<file path="config.mk">
export PLATFORM = sky130hd
export DESIGN_NAME = vga_grid_timing_gen_flat
export DESIGN_NICKNAME = d
export VERILOG_FILES = /design/src/rtl/vga_timing_pkg.sv /design/src/rtl/vga_grid_timing_gen_if.sv /design/src/rtl/vga_axis_counter.sv /design/src/rtl/vga_grid_timing_gen.sv /design/src/flat_wrapper.sv
export SDC_FILE = /design/constraint.sdc
export NUM_CORES = 1
export LEC_CHECK = 0
export CORE_ASPECT_RATIO = 2
export CORE_MARGIN = 1.5
export CORE_UTILIZATION = 46
export CTS_CLUSTER_DIAMETER = 40
export CTS_CLUSTER_SIZE = 16
export DETAILED_ROUTE_END_ITERATION = 7
export PLACE_DENSITY_LB_ADDON = 0.12
export SLEW_MARGIN = 20
export SYNTH_ARGS = -nofsm -noshare
export SYNTH_HDL_FRONTEND = slang
export SYNTH_SLANG_ARGS = --single-unit
</file>
<file path="constraint.sdc">
create_clock -name FCLK -period 2.4 [get_ports FCLK]
set_clock_uncertainty 0.2 [all_clocks]
set_input_delay 0.36 -clock FCLK [delete_from_list [all_inputs] [get_ports FCLK]]
set_output_delay 0.36 -clock FCLK [all_outputs]
set_load 0.01 [all_outputs]
</file>
<file path="src/rtl/vga_timing_pkg.sv">
// Shared timing constants and helpers for the VGA grid timing generator.
// Default mode is 640x350 @ 25 MHz pixel rate from a 50 MHz FCLK.
package vga_timing_pkg;

  localparam int POS_W = 11;

  localparam int DEF_CLK_DIV = 2;
  localparam int DEF_H_VIS   = 640;
  localparam int DEF_H_FP    = 16;
  localparam int DEF_H_SYNC  = 96;
  localparam int DEF_H_BP    = 48;
  localparam int DEF_V_VIS   = 350;
  localparam int DEF_V_FP    = 37;
  localparam int DEF_V_SYNC  = 2;
  localparam int DEF_V_BP    = 60;
  localparam int DEF_GRID_SH = 6;

  // RGB332 field positions inside an 8-bit pixel.
  localparam int R_MSB = 7;
  localparam int R_LSB = 5;
  localparam int G_MSB = 4;
  localparam int G_LSB = 2;
  localparam int B_MSB = 1;
  localparam int B_LSB = 0;

  function automatic int axis_total(input int vis, input int fp, input int sync, input int bp);
    return vis + fp + sync + bp;
  endfunction

  function automatic int sync_start(input int vis, input int fp);
    return vis + fp;
  endfunction

  function automatic int sync_end(input int vis, input int fp, input int sync);
    return vis + fp + sync;
  endfunction

  localparam int DEF_H_TOTAL = axis_total(DEF_H_VIS, DEF_H_FP, DEF_H_SYNC, DEF_H_BP);
  localparam int DEF_V_TOTAL = axis_total(DEF_V_VIS, DEF_V_FP, DEF_V_SYNC, DEF_V_BP);

endpackage

</file>
<file path="src/rtl/vga_grid_timing_gen_if.sv">
// Pixel-side and DAC-side signals of the VGA grid timing generator.
// There is no valid/ready: the generator publishes POS_X/POS_Y every FCLK and the
// pixel source must return PIXEL_DATA for that position combinationally in the same cycle.
interface vga_grid_timing_gen_if;
  import vga_timing_pkg::*;

  logic [7:0]       PIXEL_DATA;
  logic             PIX_CE;
  logic             DISPLAY_EN;
  logic [POS_W-1:0] POS_X;
  logic [POS_W-1:0] POS_Y;
  logic [2:0]       R;
  logic [2:0]       G;
  logic [1:0]       B;
  logic             HSYNC;
  logic             VSYNC;

  modport master (
    input  PIXEL_DATA,
    output PIX_CE, DISPLAY_EN, POS_X, POS_Y, R, G, B, HSYNC, VSYNC
  );

  modport slave (
    output PIXEL_DATA,
    input  PIX_CE, DISPLAY_EN, POS_X, POS_Y, R, G, B, HSYNC, VSYNC
  );
endinterface

</file>
<file path="src/rtl/vga_axis_counter.sv">
// One display axis: wrap counter advanced by en, with visible and active-low sync decode.
module vga_axis_counter
  import vga_timing_pkg::*;
#(
  parameter int VIS  = DEF_H_VIS,
  parameter int FP   = DEF_H_FP,
  parameter int SYNC = DEF_H_SYNC,
  parameter int BP   = DEF_H_BP
) (
  input  logic             clk,
  input  logic             rst_n,
  input  logic             en,
  output logic [POS_W-1:0] pos,
  output logic             visible,
  output logic             sync_n
);

  localparam logic [POS_W-1:0] LAST_POS = POS_W'(axis_total(VIS, FP, SYNC, BP) - 1);
  localparam logic [POS_W-1:0] VIS_END  = POS_W'(VIS);
  localparam logic [POS_W-1:0] SYNC_LO  = POS_W'(sync_start(VIS, FP));
  localparam logic [POS_W-1:0] SYNC_HI  = POS_W'(sync_end(VIS, FP, SYNC));

  always_ff @(posedge clk or negedge rst_n) begin
    if (!rst_n) begin
      pos <= '0;
    end else if (en) begin
      pos <= (pos == LAST_POS) ? '0 : pos + 1'b1;
    end
  end

  assign visible = (pos < VIS_END);
  assign sync_n  = !((pos >= SYNC_LO) && (pos < SYNC_HI));

endmodule

</file>
<file path="src/rtl/vga_grid_timing_gen.sv">
// VGA timing generator with a grid colour overlay on RGB332 pixels.
// Define VGA_GRID_CHECKER_EN for a checkerboard overlay; default is column stripes.
module vga_grid_timing_gen
  import vga_timing_pkg::*;
#(
  parameter int CLK_DIV = DEF_CLK_DIV,
  parameter int H_VIS   = DEF_H_VIS,
  parameter int H_FP    = DEF_H_FP,
  parameter int H_SYNC  = DEF_H_SYNC,
  parameter int H_BP    = DEF_H_BP,
  parameter int V_VIS   = DEF_V_VIS,
  parameter int V_FP    = DEF_V_FP,
  parameter int V_SYNC  = DEF_V_SYNC,
  parameter int V_BP    = DEF_V_BP,
  parameter int GRID_SH = DEF_GRID_SH
) (
  input  logic                  FCLK,
  input  logic                  RST_IN,
  vga_grid_timing_gen_if.master vga
);

  localparam int DIV_W = (CLK_DIV > 1) ? $clog2(CLK_DIV) : 1;
  localparam logic [DIV_W-1:0] DIV_LAST = DIV_W'(CLK_DIV - 1);
  localparam logic [POS_W-1:0] H_LAST   = POS_W'(axis_total(H_VIS, H_FP, H_SYNC, H_BP) - 1);

  logic [DIV_W-1:0] div_cnt;
  logic             pix_ce;
  logic [POS_W-1:0] h_pos, v_pos;
  logic             h_vis, v_vis, h_sync_n, v_sync_n;
  logic             h_wrap, de, inv;
  logic [7:0]       pix, rgb;

  always_ff @(posedge FCLK or negedge RST_IN) begin
    if (!RST_IN) begin
      div_cnt <= '0;
    end else begin
      div_cnt <= (div_cnt == DIV_LAST) ? '0 : div_cnt + 1'b1;
    end
  end

  // Gated by reset so a CLK_DIV=1 build does not strobe while held in reset.
  assign pix_ce = RST_IN && (div_cnt == DIV_LAST);
  assign h_wrap = pix_ce && (h_pos == H_LAST);

  vga_axis_counter #(.VIS(H_VIS), .FP(H_FP), .SYNC(H_SYNC), .BP(H_BP)) u_h_axis (
    .clk(FCLK), .rst_n(RST_IN), .en(pix_ce),
    .pos(h_pos), .visible(h_vis), .sync_n(h_sync_n)
  );

  vga_axis_counter #(.VIS(V_VIS), .FP(V_FP), .SYNC(V_SYNC), .BP(V_BP)) u_v_axis (
    .clk(FCLK), .rst_n(RST_IN), .en(h_wrap),
    .pos(v_pos), .visible(v_vis), .sync_n(v_sync_n)
  );

  // Bit GRID_SH of a position is bit 0 of its grid cell index.
`ifdef VGA_GRID_CHECKER_EN
  assign inv = h_pos[GRID_SH] ^ v_pos[GRID_SH];
`else
  assign inv = h_pos[GRID_SH];
`endif

  assign de  = RST_IN && h_vis && v_vis;
  assign pix = vga.PIXEL_DATA ^ {8{inv}};
  assign rgb = de ? pix : 8'h00;

  assign vga.PIX_CE     = pix_ce;
  assign vga.DISPLAY_EN = de;
  assign vga.POS_X      = h_pos;
  assign vga.POS_Y      = v_pos;
  assign vga.R          = rgb[R_MSB:R_LSB];
  assign vga.G          = rgb[G_MSB:G_LSB];
  assign vga.B          = rgb[B_MSB:B_LSB];
  assign vga.HSYNC      = !RST_IN || h_sync_n;
  assign vga.VSYNC      = !RST_IN || v_sync_n;

endmodule

</file>
<file path="src/flat_wrapper.sv">
// flat-port wrapper written by rule: the top's interface ports become plain ports
module vga_grid_timing_gen_flat import vga_timing_pkg::*;
#(
  parameter int CLK_DIV = DEF_CLK_DIV,
  parameter int H_VIS   = DEF_H_VIS,
  parameter int H_FP    = DEF_H_FP,
  parameter int H_SYNC  = DEF_H_SYNC,
  parameter int H_BP    = DEF_H_BP,
  parameter int V_VIS   = DEF_V_VIS,
  parameter int V_FP    = DEF_V_FP,
  parameter int V_SYNC  = DEF_V_SYNC,
  parameter int V_BP    = DEF_V_BP,
  parameter int GRID_SH = DEF_GRID_SH
)
  (FCLK, RST_IN, vga_PIXEL_DATA, vga_PIX_CE, vga_DISPLAY_EN, vga_POS_X, vga_POS_Y, vga_R, vga_G, vga_B, vga_HSYNC, vga_VSYNC);
  vga_grid_timing_gen_if vga_i ();
  input  logic FCLK;
  input  logic RST_IN;
  input wire logic [$bits(vga_i.PIXEL_DATA)-1:0] vga_PIXEL_DATA;
  output wire logic [$bits(vga_i.PIX_CE)-1:0] vga_PIX_CE;
  output wire logic [$bits(vga_i.DISPLAY_EN)-1:0] vga_DISPLAY_EN;
  output wire logic [$bits(vga_i.POS_X)-1:0] vga_POS_X;
  output wire logic [$bits(vga_i.POS_Y)-1:0] vga_POS_Y;
  output wire logic [$bits(vga_i.R)-1:0] vga_R;
  output wire logic [$bits(vga_i.G)-1:0] vga_G;
  output wire logic [$bits(vga_i.B)-1:0] vga_B;
  output wire logic [$bits(vga_i.HSYNC)-1:0] vga_HSYNC;
  output wire logic [$bits(vga_i.VSYNC)-1:0] vga_VSYNC;
  assign vga_i.PIXEL_DATA = vga_PIXEL_DATA;
  assign vga_PIX_CE = vga_i.PIX_CE;
  assign vga_DISPLAY_EN = vga_i.DISPLAY_EN;
  assign vga_POS_X = vga_i.POS_X;
  assign vga_POS_Y = vga_i.POS_Y;
  assign vga_R = vga_i.R;
  assign vga_G = vga_i.G;
  assign vga_B = vga_i.B;
  assign vga_HSYNC = vga_i.HSYNC;
  assign vga_VSYNC = vga_i.VSYNC;
  vga_grid_timing_gen #(.CLK_DIV(CLK_DIV), .H_VIS(H_VIS), .H_FP(H_FP), .H_SYNC(H_SYNC), .H_BP(H_BP), .V_VIS(V_VIS), .V_FP(V_FP), .V_SYNC(V_SYNC), .V_BP(V_BP), .GRID_SH(GRID_SH)) u_core (.FCLK(FCLK), .RST_IN(RST_IN), .vga(vga_i));
endmodule
</file>
Yosys cells after proc, flatten, opt, wreduce, memory -nomap -nowiden
Cells that the tools add are included.
- register bits after elaboration: 23
- output and inout port bits: 34
- input bits: 10
- equality and inequality tests: 2
- $add $sub $neg: 3
- order comparisons: 6
- reductions and logical operators: 11
- muxes and demuxes: 4
- bitwise operators: 1
- operator list (operator ; number):
    $add 11x1->11 const B ; 2
    $lt 11x10->1 const B ; 2
    $lt 11x9->1 const B ; 2
    $mux 11 ; 2
    $eq 11x10->1 const B ; 1
    $eq 11x9->1 const B ; 1
    $ge 11x10->1 const B ; 1
    $ge 11x9->1 const B ; 1
    $mux 8 ; 1
    $xor 8x8->8 ; 1
    $logic_and 1x1->1 ; 6
    $logic_not 1->1 ; 3
    $logic_or 1x1->1 ; 2
    $add 1x1->1 const B ; 1
    $mux 1 ; 1

Logic depth before layout (Yosys ltp)
Gate-level depths: netlist (run 1).
- depth after elaboration: 4
- mapped depth: 7

By module
Synthesis (run 1) repeated with hierarchy kept, for this count alone.
- cell total of the unflattened synthesis: 155
- area total of the unflattened synthesis: 1450.1 um^2
- by module, submodules not included (module ; cells each ; sequential area each (um^2) ; area an instance (um^2) ; times used):
    vga_axis_counter at u_core.u_v_axis ; 67 ; 275.3 ; 628.1 ; 1
    vga_axis_counter at u_core.u_h_axis ; 59 ; 275.3 ; 610.6 ; 1
    vga_grid_timing_gen ; 29 ; 25.0 ; 211.5 ; 1

Worst setup path before layout (run 1)
Ideal clock, no wire load.
- path kind: register -> output
- start: reg u_core.u_v_axis.pos[2]
- end: out vga_B[0]
- setup slack: 297 ps
- cell stages (with the launch flop): 6
- buffers on the path: 1
- data required time: 1840 ps
- data arrival time: 1543 ps
- path through: dfrtp_1 -> and3_1 -> a21o_1 -> a311o_1 -> clkbuf_1 -> nor2_1
- cells in the longest elaborated chain, start to end: 3
- RTL lines (item ; RTL line ; text):
    from (decl) ; vga_axis_counter.sv:13 ; output logic [POS_W-1:0] pos,
    from (signal assigned) ; vga_axis_counter.sv:27 ; pos <= (pos == LAST_POS) ? '0 : pos + 1'b1;
    $lt 11x9->1 ; vga_axis_counter.sv:31 ; assign visible = (pos < VIS_END);
    $logic_and 1x1->1 ; vga_grid_timing_gen.sv:62 ; assign de = RST_IN && h_vis && v_vis;
    $mux 8 ; vga_grid_timing_gen.sv:64 ; assign rgb = de ? pix : 8'h00;
    to (decl) ; flat_wrapper.sv:26 ; output wire logic [$bits(vga_i.B)-1:0] vga_B;
Every way passes these cells.

Worst setup path in the final report (run 1)
- start: reg u_core.u_h_axis.pos[5]
- end: out vga_HSYNC
- cells in the longest elaborated chain, start to end: 4
- RTL lines (item ; RTL line ; text):
    from (decl) ; vga_axis_counter.sv:13 ;
    from (signal assigned) ; vga_axis_counter.sv:27 ;
    $ge 11x10->1 / $lt 11x10->1 (equally long branches) ; vga_axis_counter.sv:32 ; assign sync_n = !((pos >= SYNC_LO) && (pos < SYNC_HI));
    $logic_and 1x1->1 * ; vga_axis_counter.sv:32 ;
    $logic_not 1->1 * ; vga_axis_counter.sv:32 ;
    $logic_or 1x1->1 * ; vga_grid_timing_gen.sv:73 ; assign vga.HSYNC = !RST_IN || h_sync_n;
    to (decl) ; flat_wrapper.sv:27 ; output wire logic [$bits(vga_i.HSYNC)-1:0] vga_HSYNC;
Mark *: on every way between the ends. The rest lies on a longest branch, timed or not.

==> results of run 1 <==
-- Yosys cell counts, drive strengths merged (3+ instances only) --
master	n	area, um^2
and4	5	43.8
dfrtp	23	576
nor3	4	20.0
o21ai	9	45.0
and2	3	18.8
ha	3	37.5
and3	6	37.5
nor2	15	56.3
a22o	5	43.8
inv	6	22.5
buf	4	35.0
xnor2	12	105
nand2	8	30.0
nand3	7	40.0
xor2	5	43.8
nand4	4	25.0
nor2b	5	31.3
-- through the flow --
stage | worst slack [ns] | cell area (um^2) | util | power, W | setup TNS, ns
after global routing | -0.000722 | 2090 | 0.702 | 0.000992 | -0.000722
after floorplan | 0.297 | 1430 | - | 0.000572 | 0
after detailed placement | -0.300 | 2040 | 0.684 | 0.000711 | -4.10
after global placement | -0.269 | 2040 | 0.684 | 0.000702 | -3.42
final | 0.0962 | 2090 | 0.702 | 0.000954 | 0
after CTS | 0.000956 | 2120 | 0.713 | 0.000958 | 0
-- report_power, final --
group	internal (W)	leakage [nW]	switching [W]
Combinational	0.000128	0.656	0.000101
Sequential	0.000420	0.296	0.0000522
Clock	0.000119	0.0228	0.000134
Total	0.000667	0.975	0.000287
-- flip-flops by register name, indices dropped and copies added, names as in the netlist --
| register | cells |
|---|---|
| u_core.u_h_axis.pos | 11 |
| u_core.u_v_axis.pos | 11 |
| u_core.div_cnt | 1 |
-- repair_timing --
item	CTS	global route
gates resized for setup	33	11
pin swaps	2	4
setup buffers	1	0
setup endpoints to repair	12	8
cloned	1	0
-- layer usage --
metal  vias up  wire, um  GRT usage
li1        669         -          -
met1       710      1460      0.249
met2        61      2360      0.477
met3        11       153     0.0396
met4         0       121      0.125
met5         -         0          0
-- kinds of logic after synthesis --
| logic type | Yosys count | synth area share |
|---|---|---|
| AND/OR/NAND/NOR | 69 | 0.292 |
| AO/OA/AOI/OAI | 24 | 0.116 |
| flip-flops | 23 | 0.402 |
| XOR/XNOR | 17 | 0.104 |
| buffers and inverters | 12 | 0.0454 |
| adder cells (fa/ha/maj) | 3 | 0.0262 |
| multiplexers | 2 | 0.0148 |
-- final cells by class --
class	count	area (um^2)
multi-input cells	116	835
repair buffers	68	574
clock buffers	4	45.0
fillers	236	887
flip-flops and latches	23	577
well taps	30	37.5
inverters	6	22.5
-- worst reg2reg max path: stages (launching register included) --
cell and delay (ns):
sky130_fd_sc_hd__dfrtp_1 0.39, sky130_fd_sc_hd__buf_4 0.16, sky130_fd_sc_hd__or4b_4 0.54, sky130_fd_sc_hd__nor4_4 0.25, sky130_fd_sc_hd__buf_4 0.20, sky130_fd_sc_hd__and2_1 0.29, sky130_fd_sc_hd__a22o_1 0.19
-- final timing paths --
path / start / to / slack [ns] / cells after the start
min: RST_IN / u_core.u_v_axis.pos[2]$_DFFE_PN0P_ / 0.02 / 2
min reg2reg: u_core.div_cnt$_DFF_PN0_ / u_core.div_cnt$_DFF_PN0_ / 0.26 / 1
max in group asynchronous: RST_IN / u_core.u_v_axis.pos[8]$_DFFE_PN0P_ / 1.54 / 3
max reg2reg: u_core.u_h_axis.pos[7]$_DFFE_PN0P_ / u_core.u_v_axis.pos[3]$_DFFE_PN0P_ / 0.12 / 6
max: u_core.u_h_axis.pos[5]$_DFFE_PN0P_ / vga_HSYNC / 0.1 / 3
min in group FCLK: u_core.div_cnt$_DFF_PN0_ / u_core.div_cnt$_DFF_PN0_ / 0.26 / 1
==> flow_summary.html, run 1 <==
<table>
<tr><th>Metric</th><th>Value</th></tr>
<tr><th colspan="2">Status</th></tr>
<tr><td>Outcome</td><td>finished, final reports clean</td></tr>
<tr><th colspan="2">Global route</th></tr>
<tr><td>Number of global-route vias before repair</td><td>1404</td></tr>
<tr><td>Global-route wire length before repair</td><td>6500 um</td></tr>
<tr><td>Initial antenna violation count</td><td>0</td></tr>
<tr><td>Overall Global Routing Usage</td><td>0.248</td></tr>
<tr><td>Overflow left after global routing</td><td>0</td></tr>
<tr><td>Largest net degree at the start of global routing</td><td>15</td></tr>
<tr><th colspan="2">Logic synthesis</th></tr>
<tr><td>Post-synthesis instance total</td><td>150</td></tr>
<tr><td>Average instance area after synthesis</td><td>9.55 um^2</td></tr>
<tr><td>Flop and latch count out of synthesis</td><td>23</td></tr>
<tr><td>Post-Syn Nets</td><td>163</td></tr>
<tr><td>Number of distinct library cell variants in the gate-level netlist after synthesis</td><td>44</td></tr>
<tr><td>Top_reg_cell synth</td><td>sky130_fd_sc_hd__dfrtp_1</td></tr>
<tr><td>Post-synthesis async set-or-reset flop share</td><td>1.00</td></tr>
<tr><td>Portion of the post-synthesis area used by sequential elements</td><td>0.402</td></tr>
<tr><td>Synthesis warning total</td><td>0</td></tr>
<tr><td>Mapped Area</td><td>0.00143 mm^2</td></tr>
<tr><td>Post-synth EDFFs</td><td>0</td></tr>
<tr><th colspan="2">Die</th></tr>
<tr><td>Initial standard-cell utilization of the core</td><td>0.481</td></tr>
<tr><td>Y dimension of the die</td><td>81.9 um</td></tr>
<tr><td>Core box area</td><td>0.00298 mm^2</td></tr>
<tr><td>Die W</td><td>42.5 um</td></tr>
<tr><td>Floorplan row count</td><td>28</td></tr>
<tr><td>Die area</td><td>0.00348 mm^2</td></tr>
<tr><td>Ports</td><td>44</td></tr>
<tr><th colspan="2">Clock network</th></tr>
<tr><td>Inserted Clock Buffers</td><td>3</td></tr>
<tr><td>Clock tree from TritonCTS</td><td>yes</td></tr>
<tr><td>H-Tree Level Count</td><td>1</td></tr>
<tr><td>Clock tree root buffer cell</td><td>sky130_fd_sc_hd__clkbuf_8</td></tr>
<tr><td>Deepest clock path buffer count</td><td>2</td></tr>
<tr><td>Skew-Pair Late Insertion Delay</td><td>0.28 ns</td></tr>
<tr><td>Clock edge transition at the registers on the reported setup and hold paths</td><td>0.08 ns</td></tr>
<tr><td>Cts hold-fix bufs</td><td>0</td></tr>
<tr><td>CTS sink count</td><td>23</td></tr>
<tr><th colspan="2">Power</th></tr>
<tr><td>VDD IR max</td><td>0.000552 V</td></tr>
<tr><td>Power density cells</td><td>456 mW/mm^2</td></tr>
<tr><td>Leak Pwr</td><td>0.975 nW</td></tr>
<tr><th colspan="2">Placed design</th></tr>
<tr><td>IO Port Bufs</td><td>43</td></tr>
<tr><td>Cell total after placement</td><td>241</td></tr>
<tr><td>Routability congestion estimate from global placement</td><td>0.923</td></tr>
<tr><td>Dpl hpwl</td><td>3100 um</td></tr>
<tr><th colspan="2">Detailed routing</th></tr>
<tr><td>Overall routed net length</td><td>4090 um</td></tr>
<tr><td>Antenna-violating nets left</td><td>0</td></tr>
<tr><td>DRC marker count from the first detailed-route iteration</td><td>45</td></tr>
<tr><td>Average wire per standard cell</td><td>16.6 um</td></tr>
<tr><td>Avg Vias per Cell</td><td>5.87</td></tr>
<tr><td>Number of vias in the routed layout</td><td>1451</td></tr>
<tr><td>DRC Markers</td><td>0</td></tr>
<tr><td>Total iterations of the first detailed-routing run</td><td>4</td></tr>
<tr><th colspan="2">Flow run</th></tr>
<tr><td>Max Cap Viol</td><td>0</td></tr>
<tr><th colspan="2">Timing</th></tr>
<tr><td>Final slew viol count</td><td>0</td></tr>
<tr><td>Worst hold slack</td><td>0.0164 ns</td></tr>
<tr><td>Unrepaired setup endpoints after global routing</td><td>yes</td></tr>
<tr><td>Final setup viols</td><td>0</td></tr>
<tr><td>Max Clock Freq</td><td>0.434 GHz</td></tr>
<tr><td>Tightest slew margin relative to the limit</td><td>0.744</td></tr>
<tr><td>Fraction of the cycle the final worst path needs</td><td>0.960</td></tr>
<tr><td>Measured slew at the worst slew-check pin</td><td>0.379 ns</td></tr>
<tr><td>Hold Fails Final Rpt</td><td>0</td></tr>
<tr><td>Final critical-path required period</td><td>2.30 ns</td></tr>
<tr><th colspan="2">Worst setup path</th></tr>
<tr><td>Largest delay contributor family on the critical path</td><td>buffers and inverters</td></tr>
<tr><td>Library cell contributing the largest single delay on the critical path</td><td>sky130_fd_sc_hd__clkdlybuf4s50_1</td></tr>
<tr><td>CP Data Required Time</td><td>1.84 ns</td></tr>
<tr><td>Largest incremental delay on the critical path</td><td>0.54 ns</td></tr>
<tr><td>Critical path start-end classification</td><td>flop to output pin</td></tr>
<tr><td>Critical-path cell list</td><td>or3_1 &gt; nand4_1 &gt; clkdlybuf4s50_1</td></tr>
<tr><td>Count of buffer and inverter cells on the critical path</td><td>1</td></tr>
<tr><td>Arrival time at the worst endpoint</td><td>1.74 ns</td></tr>
<tr><td>Startpoint Class</td><td>flop</td></tr>
<tr><td>Critical Path Fanout Max</td><td>7</td></tr>
<tr><td>Sort of element at the end of the critical path</td><td>output pin</td></tr>
<tr><th colspan="2">Hold path</th></tr>
<tr><td>Type of the most critical hold path</td><td>primary input to async pin</td></tr>
<tr><th colspan="2">Finish</th></tr>
<tr><td>Fraction of layout cells with a size suffix above 1</td><td>0.235</td></tr>
<tr><td>Area growth from synthesis to layout</td><td>45.9%</td></tr>
<tr><td>Post-layout instance count excluding filler cells</td><td>247</td></tr>
<tr><td>Most common cell after layout, fill and taps aside</td><td>sky130_fd_sc_hd__clkdlybuf4s50_1</td></tr>
<tr><td>Most used cells in the layout excluding fill and tap cells</td><td>32 x sky130_fd_sc_hd__clkdlybuf4s50_1, 25 x sky130_fd_sc_hd__buf_4, 22 x sky130_fd_sc_hd__dfrtp_1, 12 x sky130_fd_sc_hd__xnor2_1, 11 x sky130_fd_sc_hd__nor2_1</td></tr>
<tr><td>Fin nets</td><td>231</td></tr>
<tr><td>Antenna Diode Count</td><td>0</td></tr>
</table>
Note: power is estimated with default switching activity, not from simulation.
==> run 2: changes to the inputs <==
Settings changed: CAP_MARGIN set to 10.
==> results of run 2 <==
Final layout, timing and power as in run 1 (identical DEF).
==> run 3: changes to the inputs <==
Settings changed: CORE_MARGIN 1.5 to 2, SETUP_SLACK_MARGIN set to 0.4.
==> flow_summary.html, run 3 (synthesized netlist as in run 1, its figures left out) <==
<table>
<tr><th>Metric</th><th>Value</th></tr>
<tr><th colspan="2">Finish</th></tr>
<tr><td>Area taken by flip-flops and latches</td><td>583 um^2 (+1.1%)</td></tr>
<tr><td>Top Registers</td><td>u_core.u_h_axis.pos (11), u_core.u_v_axis.pos (11), u_core.div_cnt (1)</td></tr>
<tr><td>Combined area of the multi-input logic cells</td><td>985 um^2 (+18%)</td></tr>
<tr><td>Post-layout instance count excluding filler cells</td><td>274 (+11%)</td></tr>
<tr><td>Antenna Diode Count</td><td>0 (unchanged)</td></tr>
<tr><td>Most common cell after layout, fill and taps aside</td><td>sky130_fd_sc_hd__buf_4</td></tr>
<tr><td>Core Util, Final</td><td>0.885 (+0.183)</td></tr>
<tr><td>Fraction of layout cells with a size suffix above 1</td><td>0.459 (+0.224)</td></tr>
<tr><td>Fin nets</td><td>258 (+12%)</td></tr>
<tr><td>Area growth from synthesis to layout</td><td>83.9%</td></tr>
<tr><td>Number of fill cells</td><td>134 (-43%)</td></tr>
<tr><td>Most used cells in the layout excluding fill and tap cells</td><td>35 x sky130_fd_sc_hd__buf_4, 27 x sky130_fd_sc_hd__clkdlybuf4s50_1, 21 x sky130_fd_sc_hd__buf_6, 17 x sky130_fd_sc_hd__dfrtp_1</td></tr>
<tr><th colspan="2">Global route</th></tr>
<tr><td>Global-route wire length before repair</td><td>7980 um (+23%)</td></tr>
<tr><td>Overall Global Routing Usage</td><td>0.302 (+0.0540)</td></tr>
<tr><td>Largest net degree at the start of global routing</td><td>14 (-1)</td></tr>
<tr><td>Overflow left after global routing</td><td>0 (unchanged)</td></tr>
<tr><td>Number of global-route vias before repair</td><td>1554 (+11%)</td></tr>
<tr><td>Initial antenna violation count</td><td>0 (unchanged)</td></tr>
<tr><th colspan="2">Clock network</th></tr>
<tr><td>Clock tree from TritonCTS</td><td>yes</td></tr>
<tr><td>Deepest clock path buffer count</td><td>2 (unchanged)</td></tr>
<tr><td>H-Tree Level Count</td><td>1 (unchanged)</td></tr>
<tr><td>Clock edge transition at the registers on the reported setup and hold paths</td><td>0.09 ns (about the same)</td></tr>
<tr><td>Clock tree root buffer cell</td><td>sky130_fd_sc_hd__clkbuf_8</td></tr>
<tr><td>CTS sink count</td><td>23 (unchanged)</td></tr>
<tr><td>Skew-Pair Late Insertion Delay</td><td>0.28 ns (about the same)</td></tr>
<tr><td>Inserted Clock Buffers</td><td>3 (unchanged)</td></tr>
<tr><th colspan="2">Detailed routing</th></tr>
<tr><td>Antenna-violating nets left</td><td>0 (unchanged)</td></tr>
<tr><td>DRC Markers</td><td>0 (unchanged)</td></tr>
<tr><td>Total iterations of the first detailed-routing run</td><td>4 (unchanged)</td></tr>
<tr><td>Number of vias in the routed layout</td><td>1622 (+12%)</td></tr>
<tr><td>DRC marker count from the first detailed-route iteration</td><td>49 (+8.9%)</td></tr>
<tr><td>Overall routed net length</td><td>5760 um (+41%)</td></tr>
<tr><td>Average wire per standard cell</td><td>21.0 um (+27%)</td></tr>
<tr><td>Avg Vias per Cell</td><td>5.92 (+0.77%)</td></tr>
<tr><th colspan="2">Power</th></tr>
<tr><td>Share of power burned in the clock network</td><td>0.254 (-0.012)</td></tr>
<tr><td>Net switching share of the total power</td><td>0.325 (+0.0240)</td></tr>
<tr><td>Switching Power</td><td>0.000335 W (+17%)</td></tr>
<tr><td>Leak Pwr</td><td>1.21 nW (+25%)</td></tr>
<tr><td>Combinational share of power</td><td>0.284 (+0.044)</td></tr>
<tr><td>Sequential share of power</td><td>0.463 (-0.032)</td></tr>
<tr><td>VDD IR max</td><td>0.000512 V (-7.2%)</td></tr>
<tr><td>Total Power Consumption</td><td>0.00103 W (+8.1%)</td></tr>
<tr><td>Internal power of the cells</td><td>0.000696 W (+4.4%)</td></tr>
<tr><td>Power density cells</td><td>391 mW/mm^2 (-14%)</td></tr>
<tr><th colspan="2">Timing</th></tr>
<tr><td>Max Clock Freq</td><td>0.421 GHz (-3.1%)</td></tr>
<tr><td>Tightest slew margin relative to the limit</td><td>0.674 (-0.0697)</td></tr>
<tr><td>Measured slew at the worst slew-check pin</td><td>0.482 ns (+0.103 ns)</td></tr>
<tr><td>Hold Fails Final Rpt</td><td>0 (unchanged)</td></tr>
<tr><td>Final slew viol count</td><td>0 (unchanged)</td></tr>
<tr><td>Unrepaired setup endpoints after global routing</td><td>yes</td></tr>
<tr><td>Final critical-path required period</td><td>2.38 ns (+0.0743 ns)</td></tr>
<tr><td>Setup slack of the critical path after layout</td><td>0.0220 ns (-0.0743 ns)</td></tr>
<tr><td>Worst hold slack</td><td>0.0797 ns (+0.0633 ns)</td></tr>
<tr><td>Fraction of the cycle the final worst path needs</td><td>0.991 (+0.0309)</td></tr>
<tr><td>Final setup viols</td><td>0 (unchanged)</td></tr>
<tr><th colspan="2">Worst setup path</th></tr>
<tr><td>Critical path start-end classification</td><td>flop to output pin</td></tr>
<tr><td>Library cell contributing the largest single delay on the critical path</td><td>sky130_fd_sc_hd__dfrtp_2</td></tr>
<tr><td>Source of the worst register-to-register timing path</td><td>u_core.u_h_axis.pos[7]$_DFFE_PN0P_</td></tr>
<tr><td>Critical-path cell list</td><td>o21ai_2 &gt; buf_4 &gt; nand4b_1 &gt; a311o_2 &gt; clkbuf_16 &gt; nor2_4 &gt; buf_6</td></tr>
<tr><td>Arrival time at the worst endpoint</td><td>1.82 ns (+0.08 ns)</td></tr>
<tr><td>CP Data Required Time</td><td>1.84 ns (about the same)</td></tr>
<tr><td>CP startpoint</td><td>u_core.u_h_axis.pos[7]$_DFFE_PN0P_</td></tr>
<tr><td>Sort of element at the end of the critical path</td><td>output pin</td></tr>
<tr><td>Largest incremental delay on the critical path</td><td>0.44 ns (-0.10 ns)</td></tr>
<tr><td>Critical Path Fanout Max</td><td>4 (-3)</td></tr>
<tr><td>Startpoint Class</td><td>flop</td></tr>
<tr><th colspan="2">Die</th></tr>
<tr><td>Floorplan row count</td><td>28 (unchanged)</td></tr>
<tr><td>Die area</td><td>0.00360 mm^2 (+3.6%)</td></tr>
<tr><td>Y dimension of the die</td><td>82.9 um (+1.2%)</td></tr>
<tr><td>Ports</td><td>44 (unchanged)</td></tr>
<tr><td>Initial standard-cell utilization of the core</td><td>0.481 (unchanged)</td></tr>
<tr><td>Core box area</td><td>0.00298 mm^2 (unchanged)</td></tr>
<tr><td>Die W</td><td>43.5 um (+2.4%)</td></tr>
<tr><th colspan="2">Placed design</th></tr>
<tr><td>Cell total after placement</td><td>244 (+1.2%)</td></tr>
<tr><td>Routability congestion estimate from global placement</td><td>0.854 (-7.5%)</td></tr>
<tr><td>DP Worst Slack</td><td>-0.272 ns (+0.0286 ns)</td></tr>
<tr><td>Dpl hpwl</td><td>3320 um (+7.0%)</td></tr>
<tr><td>IO Port Bufs</td><td>43 (unchanged)</td></tr>
<tr><th colspan="2">Flow run</th></tr>
<tr><td>Max Cap Viol</td><td>0 (unchanged)</td></tr>
<tr><th colspan="2">Status</th></tr>
<tr><td>Outcome</td><td>finished, final reports clean</td></tr>
<tr><th colspan="2">Hold path</th></tr>
<tr><td>Type of the most critical hold path</td><td>primary input to async pin</td></tr>
</table>
==> run 3: cell count changes in the layout (fill, tap and decap cells not counted), sizes merged, moves of 2 or more <==
cell           change
clkinv             +2
buf               +32
clkbuf             -2
dlymetal6s2s       +2
clkdlybuf4s50      -5
==> run 3: worst paths after layout <==
kind | slack, ns | to | cells after the start
max | 0.02 | vga_B[1] | 7
min | 0.08 | u_core.u_h_axis.pos[4]$_DFFE_PN0P_ | 3
max reg2reg | 0.02 | u_core.u_v_axis.pos[9]$_DFFE_PN0P_ | 8
min reg2reg | 0.29 | u_core.div_cnt$_DFF_PN0_ | 1
max in group asynchronous | 1.58 | u_core.u_h_axis.pos[5]$_DFFE_PN0P_ | 4
min in group FCLK | 0.29 | u_core.div_cnt$_DFF_PN0_ | 1
==> run 3: worst max-delay path: cells and delay by family (launching register included) <==
family / cells / cell delay (ns)
AO/OA/AOI/OAI: 2 / 0.49
flip-flops: 1 / 0.44
buffers and inverters: 3 / 0.41
AND/OR/NAND/NOR: 2 / 0.19
==> run 3: final cells by class <==
| cell class | count | area share |
|---|---|---|
| well taps | 30 | 0.0142 |
| repair buffers | 96 | 0.363 |
| clock buffers | 3 | 0.0157 |
| flip-flops and latches | 23 | 0.221 |
| inverters | 6 | 0.0104 |
| multi-input cells | 115 | 0.374 |
| clock inverters | 1 | 0.00190 |
==> run 3: power by group through the flow <==
stage          clock network (W)  logic (W)  registers [W]
2_1_floorplan                  0   0.000101       0.000483
3_3_place_gp                   0   0.000238       0.000473
3_5_place_dp                   0   0.000251       0.000476
4_1_cts                 0.000250   0.000272       0.000467
5_1_grt                 0.000280   0.000312       0.000481
6_report                0.000262   0.000292       0.000477
==> run 3: what timing repair did <==
item / in CTS / in global routing
setup endpoints to repair: 32 / 30
hold buffers: 0 / 0
buffers inserted: 16 / 8
gates cloned: 2 / 0
resized for setup: 86 / 39
pin swaps: 11 / 14
==> run 3: through the flow <==
stage,TNS (ns),cell area [um^2]
after floorplan,0,1510
after global placement,-3.43,2150
after detailed placement,-4.30,2150
after CTS,0,2470
after global routing,-0.252,2640
final,0,2640
==> run 3: routing by layer <==
metal / global-route usage / part of all wire / vias up
li1: - / - / 726
met1: 0.283 / 0.32 / 800
met2: 0.589 / 0.59 / 72
met3: 0.0348 / 0.038 / 24
met4: 0.146 / 0.054 / 0
met5: 0 / 0 / -
